**src/rtl/rr_pkt_arbiter.sv**
```systemverilog
// Round-robin, packet-locked arbiter with a single registered output stage.
// One channel is granted at a time; a grant taken on a non-last beat is held
// until that channel delivers its last beat. Data and index leave together
// from the output register so downstream muxing sees a consistent pair.
module rr_pkt_arbiter #(
    parameter  int NUM_OF_INPUTS = 5,
    parameter  int INPUT_WIDTH   = 4,
    localparam int SEL_W         = $clog2(NUM_OF_INPUTS)
) (
    input  logic                     clk,
    input  logic                     rst,
    input  logic [NUM_OF_INPUTS-1:0] in_valid,
    input  logic [NUM_OF_INPUTS-1:0] in_last,
    input  logic [INPUT_WIDTH-1:0]   a [NUM_OF_INPUTS],
    output logic [NUM_OF_INPUTS-1:0] in_ready,
    output logic                     out_valid,
    input  logic                     out_ready,
    output logic [INPUT_WIDTH-1:0]   f,
    output logic [SEL_W-1:0]         sel,
    output logic                     out_last
);

    typedef enum logic {
        ARB  = 1'b0,
        LOCK = 1'b1
    } state_t;

    // Wrap constants sized to the index arithmetic so non-power-of-two
    // channel counts never produce an index past the last channel.
    localparam logic [SEL_W:0]   N_EXT    = (SEL_W+1)'(NUM_OF_INPUTS);
    localparam logic [SEL_W-1:0] LAST_IDX = SEL_W'(NUM_OF_INPUTS - 1);

    state_t                 state_reg, state_next;
    logic [SEL_W-1:0]       ptr_reg, ptr_next;
    logic [SEL_W-1:0]       owner_reg, owner_next;
    logic                   out_valid_reg, out_valid_next;
    logic [INPUT_WIDTH-1:0] f_reg, f_next;
    logic [SEL_W-1:0]       sel_reg, sel_next;
    logic                   last_reg, last_next;

    logic                   can_load;
    logic [SEL_W:0]         cand_sum [NUM_OF_INPUTS];
    logic [SEL_W-1:0]       cand_idx [NUM_OF_INPUTS];
    logic [NUM_OF_INPUTS-1:0] cand_hit;
    logic                   cand_found;
    logic [SEL_W-1:0]       cand_sel;

    logic                   grant_go;
    logic [SEL_W-1:0]       grant_idx;
    logic [INPUT_WIDTH-1:0] grant_data;
    logic                   grant_last;

    assign can_load = !out_valid_reg | out_ready;

    // Search order starts at the pointer: offset gi maps to channel
    // (ptr + gi) with an explicit subtract-on-overflow wrap.
    generate
        for (genvar gi = 0; gi < NUM_OF_INPUTS; gi++) begin : g_cand
            assign cand_sum[gi] = {1'b0, ptr_reg} + (SEL_W+1)'(gi);
            assign cand_idx[gi] = (cand_sum[gi] >= N_EXT) ?
                                  SEL_W'(cand_sum[gi] - N_EXT) :
                                  cand_sum[gi][SEL_W-1:0];
            assign cand_hit[gi] = in_valid[cand_idx[gi]];
        end
    endgenerate

    // Lowest search offset with a valid request wins.
    always_comb begin
        cand_found = 1'b0;
        cand_sel   = '0;
        for (int k = NUM_OF_INPUTS - 1; k >= 0; k--) begin
            if (cand_hit[k]) begin
                cand_found = 1'b1;
                cand_sel   = cand_idx[k];
            end
        end
    end

    // State register and output stage, cleared asynchronously.
    always_ff @(posedge clk or posedge rst) begin
        if (rst) begin
            state_reg     <= ARB;
            ptr_reg       <= '0;
            owner_reg     <= '0;
            out_valid_reg <= 1'b0;
            f_reg         <= '0;
            sel_reg       <= '0;
            last_reg      <= 1'b0;
        end else begin
            state_reg     <= state_next;
            ptr_reg       <= ptr_next;
            owner_reg     <= owner_next;
            out_valid_reg <= out_valid_next;
            f_reg         <= f_next;
            sel_reg       <= sel_next;
            last_reg      <= last_next;
        end
    end

    // Grant selection, handshake generation and next-state computation.
    always_comb begin
        state_next     = state_reg;
        ptr_next       = ptr_reg;
        owner_next     = owner_reg;
        out_valid_next = out_valid_reg;
        f_next         = f_reg;
        sel_next       = sel_reg;
        last_next      = last_reg;
        in_ready       = '0;
        grant_go       = 1'b0;
        grant_idx      = cand_sel;
        grant_data     = '0;
        grant_last     = 1'b0;

        case (state_reg)
            ARB: begin
                grant_idx = cand_sel;
                grant_go  = cand_found & can_load;
            end
            LOCK: begin
                // Only the owner may move; others wait even when valid.
                grant_idx = owner_reg;
                grant_go  = in_valid[owner_reg] & can_load;
            end
            default: begin
                grant_idx = cand_sel;
                grant_go  = 1'b0;
            end
        endcase

        for (int i = 0; i < NUM_OF_INPUTS; i++) begin
            if (grant_idx == SEL_W'(i)) begin
                in_ready[i] = grant_go;
                grant_data  = a[i];
                grant_last  = in_last[i];
            end
        end

        if (grant_go) begin
            out_valid_next = 1'b1;
            f_next         = grant_data;
            sel_next       = grant_idx;
            last_next      = grant_last;
            if (grant_last) begin
                ptr_next   = (grant_idx == LAST_IDX) ? '0 : grant_idx + SEL_W'(1);
                state_next = ARB;
            end else begin
                owner_next = grant_idx;
                state_next = LOCK;
            end
        end else if (out_ready) begin
            // Drain: payload registers keep their stale contents.
            out_valid_next = 1'b0;
        end
    end

    assign out_valid = out_valid_reg;
    assign f         = f_reg;
    assign sel       = sel_reg;
    assign out_last  = last_reg;

endmodule

```
**config.mk**
```make
export PLATFORM = sky130hd
export DESIGN_NAME = rr_pkt_arbiter
export DESIGN_NICKNAME = d
export VERILOG_FILES = /design/src/rtl/rr_pkt_arbiter.sv
export SDC_FILE = /design/constraint.sdc
export NUM_CORES = 1
export LEC_CHECK = 0
export CORE_MARGIN = 5
export CORE_UTILIZATION = 38
export CTS_BUF_LIST = sky130_fd_sc_hd__clkbuf_8
export CTS_CLUSTER_DIAMETER = 150
export DETAILED_ROUTE_END_ITERATION = 12
export SLEW_MARGIN = 20
export SYNTH_ARGS = -nofsm -noshare
export SYNTH_HDL_FRONTEND = slang
export SYNTH_SLANG_ARGS = --single-unit
```
**constraint.sdc**
```tcl
create_clock -name clk -period 14.29 [get_ports clk]
set_clock_uncertainty 0.2 [all_clocks]
set_input_delay 2.858 -clock clk [delete_from_list [all_inputs] [get_ports clk]]
set_output_delay 2.858 -clock clk [all_outputs]
set_load 0.005 [all_outputs]
```
[Word-level counts from Yosys, hierarchy flattened]
Cells that the tools add are included.
Word-level totals
  register bits: 16
  input bits: 33
  logic and storage cells: 90
  output and inout port bits: 14
Operators by class
  add/sub/neg operators: 10
  magnitude comparators: 11
  reductions and logical operators: 5
  bitwise operators: 5
  eq/ne operators: 4
  multiplexer cells: 48
Operator list (count)
  3-bit 2-to-1 mux: 11
  3-bit by 4-bit less-than comparator with 1-bit output, second input constant: 6
  1-bit 2-to-1 mux: 24
  4-bit 2-to-1 mux: 5
  1-bit binary-select mux with 3-bit select: 6
  4-bit by 3-bit >= comparator with 1-bit output, second input constant: 4
  3-bit subtractor, second input constant: 5
  3-bit by 2-bit adder with 4-bit output, second input constant: 2
  3-bit by 2-bit == test with 1-bit output, second input constant: 2
  3-bit one-hot mux with 2 select lines: 1
  3-bit by 1-bit adder with 4-bit output, second input constant: 1
  3-bit by 3-bit adder with 4-bit output, second input constant: 1
  2-bit AND reduction: 2
  3-bit by 1-bit adder with 3-bit output, second input constant: 1
  3-bit by 1-bit == test with 1-bit output, second input constant: 1
  3-bit == test, second input constant: 1
  3-bit >= comparator, second input constant: 1
  3-bit logical NOT: 1
  1-bit bitwise AND: 2
  1-bit inverter: 2
  1-bit one-hot mux with 2 select lines: 1
  2-bit nonzero test: 1
  1-bit logical NOT: 1
  1-bit bitwise OR: 1

[Longest topological paths before layout]
  depth in word-level cells: 19
  depth in mapped cells: 23
  depth with buffers taken out: 22

[Worst setup path before layout]
Ideal clock, no wire load.
  path kind: input to output
  start point: in in_valid[1]
  end point: out in_ready[3]
  slack: 6.062 ns
  arrival: 5.170 ns
  path buffers: 1
  cell stages on the path: 14
  required time: 11.232 ns
  path through: clkbuf_1 mux4_2 mux2_2 and2_1 nor2_1 o21ai_0 nor3b_1 o41ai_1 nand2_1 inv_1 nor2_1 ha_1 inv_1 nor2_1
Between the ends
  longest elaborated chain between the ends: 10
  elaborated cells between the ends (all ways): 28
  classes of those cells: eq/ne (1); mux (25); bitwise (2)
RTL lines
  from (decl): RTL line 12  | input logic [NUM_OF_INPUTS-1:0] in_valid,
  1-bit binary-select mux with 3-bit select: RTL line 63  | assign cand_hit[gi] = in_valid[cand_idx[gi]];
  1-bit 2-to-1 mux (implied by the code): RTL line 63
  3-bit 2-to-1 mux or 1-bit 2-to-1 mux (tied branches) (5 in a row): RTL line 72  | if (cand_hit[k]) begin
  3-bit one-hot mux with 2 select lines or 1-bit bitwise AND (tied branches): RTL line 115, 118
  3-bit by 2-bit == test with 1-bit output or 1-bit one-hot mux with 2 select lines (tied branches): RTL line 132, 115
  1-bit 2-to-1 mux (*): RTL line 132  | if (grant_idx == SEL_W'(i)) begin
  to (decl): RTL line 15  | output logic [NUM_OF_INPUTS-1:0] in_ready,
Mark *: on every way between the ends. The rest lies on a longest branch, timed or not. The select of a mux whose other input is x is not followed.

[Worst setup path in the final report]
  start point: in in_valid[2]
  end point: out in_ready[3]
The elaborated chain is that of the path after synthesis.

==> run_results.csv <==
group,metric,value,unit
status,status,"completed",
die,start_util,0.397,
yosys,synth_warnings,0,
cells_and_area,drive_gt1_frac,0.0544,
drt,vias,2417,
yosys,syn_inst,298,
place,io_buffers,46,
grt,grt_pass1_wl,12100,um
clock_tree,cts_tree,"built",
cells_and_area,layout.cells.non_filler,403,
die,die_h,86.6,um
timing,period_share,0.685,
die,fp.coreArea,5610,um2
grt,antenna_found_initial,0,
grt,grt_overflow,0,
place,place_ws,4600,ps
hold_path,holdCritPathClass,"reg -> reg",
grt,first_global_vias,2415,
timing,slew-limit-headroom,0.417,
clock_tree,cts_resized,0,
grt,grt_max_degree,32,
yosys,syn_area,2230,um2
yosys,async_reset_ff_frac,1.00,
timing,max_freq,102,MHz
yosys,syn_avg_cell_area,7.47,um2
cells_and_area,layout_common_cells,"46 x clkdlybuf4s50_1, 31 x nand2_1, 25 x a21oi_1, 21 x nor2_1, 19 x inv_1",
drt,via_per_inst,6.00,
yosys,ys_types,57,
cells_and_area,insertedDiodeCount,0,
critical_path,cp-end-kind,"primary output",
yosys,synth-seq-cells,16,
critical_path,crit_type,"in -> out",
drt,drt_iter0_drc,257,
clock_tree,hold_buffers,0,
clock_tree,cts_setup_buffers,0,
clock_tree,cts.clk_slew.worst_paths,60,ps
grt,grt.total_usage,0.200,
drt,avgRoutedWirePerCell,18.2,um
critical_path,worstPathRequired,11230,ps
timing,finalHoldViolations,0,
cells_and_area,stdcell_area,2770,um2
cells_and_area,num-nets-final,378,
clock_tree,cts.sink_count,16,
timing,rsz0062_at_grt,"no",
cells_and_area,area_growth,24.2,%
yosys,synth_edf_count,0,
die,io_pins,47,
drt,detail-route-antenna-nets,0,
die,die_w,86.6,um
critical_path,worstPathMaxFanout,12,
place,hpwl,5600,um
critical_path,r2r-start,"ptr_reg[1]",
cells_and_area,final_common_cell,"clkdlybuf4s50_1",
yosys,syn-num-nets,344,
clock_tree,clk_latency,250,ps
yosys,ys_seq_area_frac,0.180,
die,dieArea,7490,um2
cells_and_area,largest_reg_flops,4,
critical_path,rrSetupSlack,8220,ps
clock_tree,cts_inserted_buffers,3,
clock_tree,h-tree-depth,1,
timing,tns,0,ps
critical_path,crit_path_start_kind,"input pin",
place,post_dp_cell_area,2710,um2
job,max-cap-violations,0,
place,place_inst,399,
timing,slew_viol_final,0,
drt,wl,7320,um
critical_path,arrival,6730,ps
critical_path,crit_start,"in_valid[2]",
hold_path,min_from,"sel[1]",
clock_tree,clk_root_buffer_cell,"clkbuf_8",
timing,setup_violations,0,
yosys,synth_flop_cell,"dfrtp_1",
clock_tree,cts_buffer_depth,2,
die,rows,27,
timing,fin_crit,9790,ps
timing,worst_pin_slew,874,ps
place,gp_congestion,0.936,
drt,drc,0,
timing,timing.final.ws_setup,4500,ps
drt,dr.pass1.iters,5,
cells_and_area,fill_cells,579,
[area by class of cell]
type | instances | area [um2] | share of cell area
multi-input cells | 243 | 1670 | 0.605
repair buffers | 47 | 468 | 0.169
flip-flops and latches | 16 | 400 | 0.145
well taps | 72 | 90.1 | 0.0326
inverters | 21 | 78.8 | 0.0285
clock buffers | 4 | 55.1 | 0.0199
[routing by layer]
metal  vias up  global-route usage  share of wire  wire length, um
met3        15              0.0200          0.056              407
met4         0              0.0623          0.027              198
li1       1173                   -              -                -
met2        97               0.339           0.48             3530
met1      1132               0.267           0.43             3180
met5         -                   0              0                0
[cells in the mapped netlist, types with 2 or more instances]
cell / instances / area share
nand2_1: 31 / 0.052
a21oi_1: 25 / 0.056
nor2_1: 21 / 0.035
inv_1: 19 / 0.032
dfrtp_1: 16 / 0.18
ha_1: 12 / 0.067
o211ai_1: 12 / 0.040
clkbuf_1: 11 / 0.019
nand2b_1: 11 / 0.031
nor3_1: 11 / 0.025
a21o_1: 9 / 0.030
mux2i_1: 9 / 0.040
o21ai_0: 9 / 0.020
nand3_1: 8 / 0.018
and3_1: 7 / 0.020
a211oi_1: 5 / 0.017
buf_2: 5 / 0.011
nand4_1: 5 / 0.014
mux4_2: 4 / 0.040
nor3b_1: 4 / 0.013
nor4_1: 4 / 0.011
xnor2_1: 4 / 0.016
a2111oi_0: 3 / 0.012
a211o_1: 3 / 0.012
a41o_1: 3 / 0.013
nor2b_1: 3 / 0.0084
o31ai_1: 3 / 0.010
a22o_1: 2 / 0.0079
a22oi_1: 2 / 0.0067
and2_1: 2 / 0.0056
buf_1: 2 / 0.0034
inv_2: 2 / 0.0034
mux2_2: 2 / 0.010
nand3b_1: 2 / 0.0067
o21bai_1: 2 / 0.0067
o311ai_0: 2 / 0.0079
or2_1: 2 / 0.0056
or2_2: 2 / 0.0056
[logic make-up (layout without fill, tap and decap cells)]
| family | count (synthesis) | count (layout) | synth area share |
|---|---|---|---|
| flops | 16 | 16 | 0.180 |
| mux | 15 | 15 | 0.0910 |
| xor+xnor | 4 | 4 | 0.0157 |
| simple gates | 115 | 115 | 0.260 |
| fa+ha+maj | 13 | 13 | 0.0764 |
| buf+inv | 39 | 72 | 0.0685 |
| compound gates | 96 | 96 | 0.308 |
[metrics by stage]
step,utilization,hold slack [ps]
final,0.493,284
after global routing,0.493,325
after CTS,0.493,288
after detailed placement,0.483,269
after global placement,0.483,265
after floorplan,-,274
[critical path: stages]
cell	delay, ps
clkdlybuf4s50_1	650
mux4_2	550
mux2_2	290
and2_1	180
nor2_1	200
o21ai_0	180
nor3b_1	250
o41ai_1	180
nand2_1	170
inv_1	110
nor2_1	120
ha_1	290
inv_1	70
nor2_1	100
clkdlybuf4s50_1	530
[final timing paths]
check | end | depth (start not counted)
setup / recovery | in_ready[3] | 15
hold / removal | sel[1] | 1
setup reg to reg | owner_reg[0] | 19
hold reg to reg | sel[1] | 1
max in group asynchronous | sel[1] | 2
min in group asynchronous | f[3] | 2
Power is left out: the tool's default activity adds up to more than one toggle a clock period on the data nets, which glitch-free logic cannot reach.
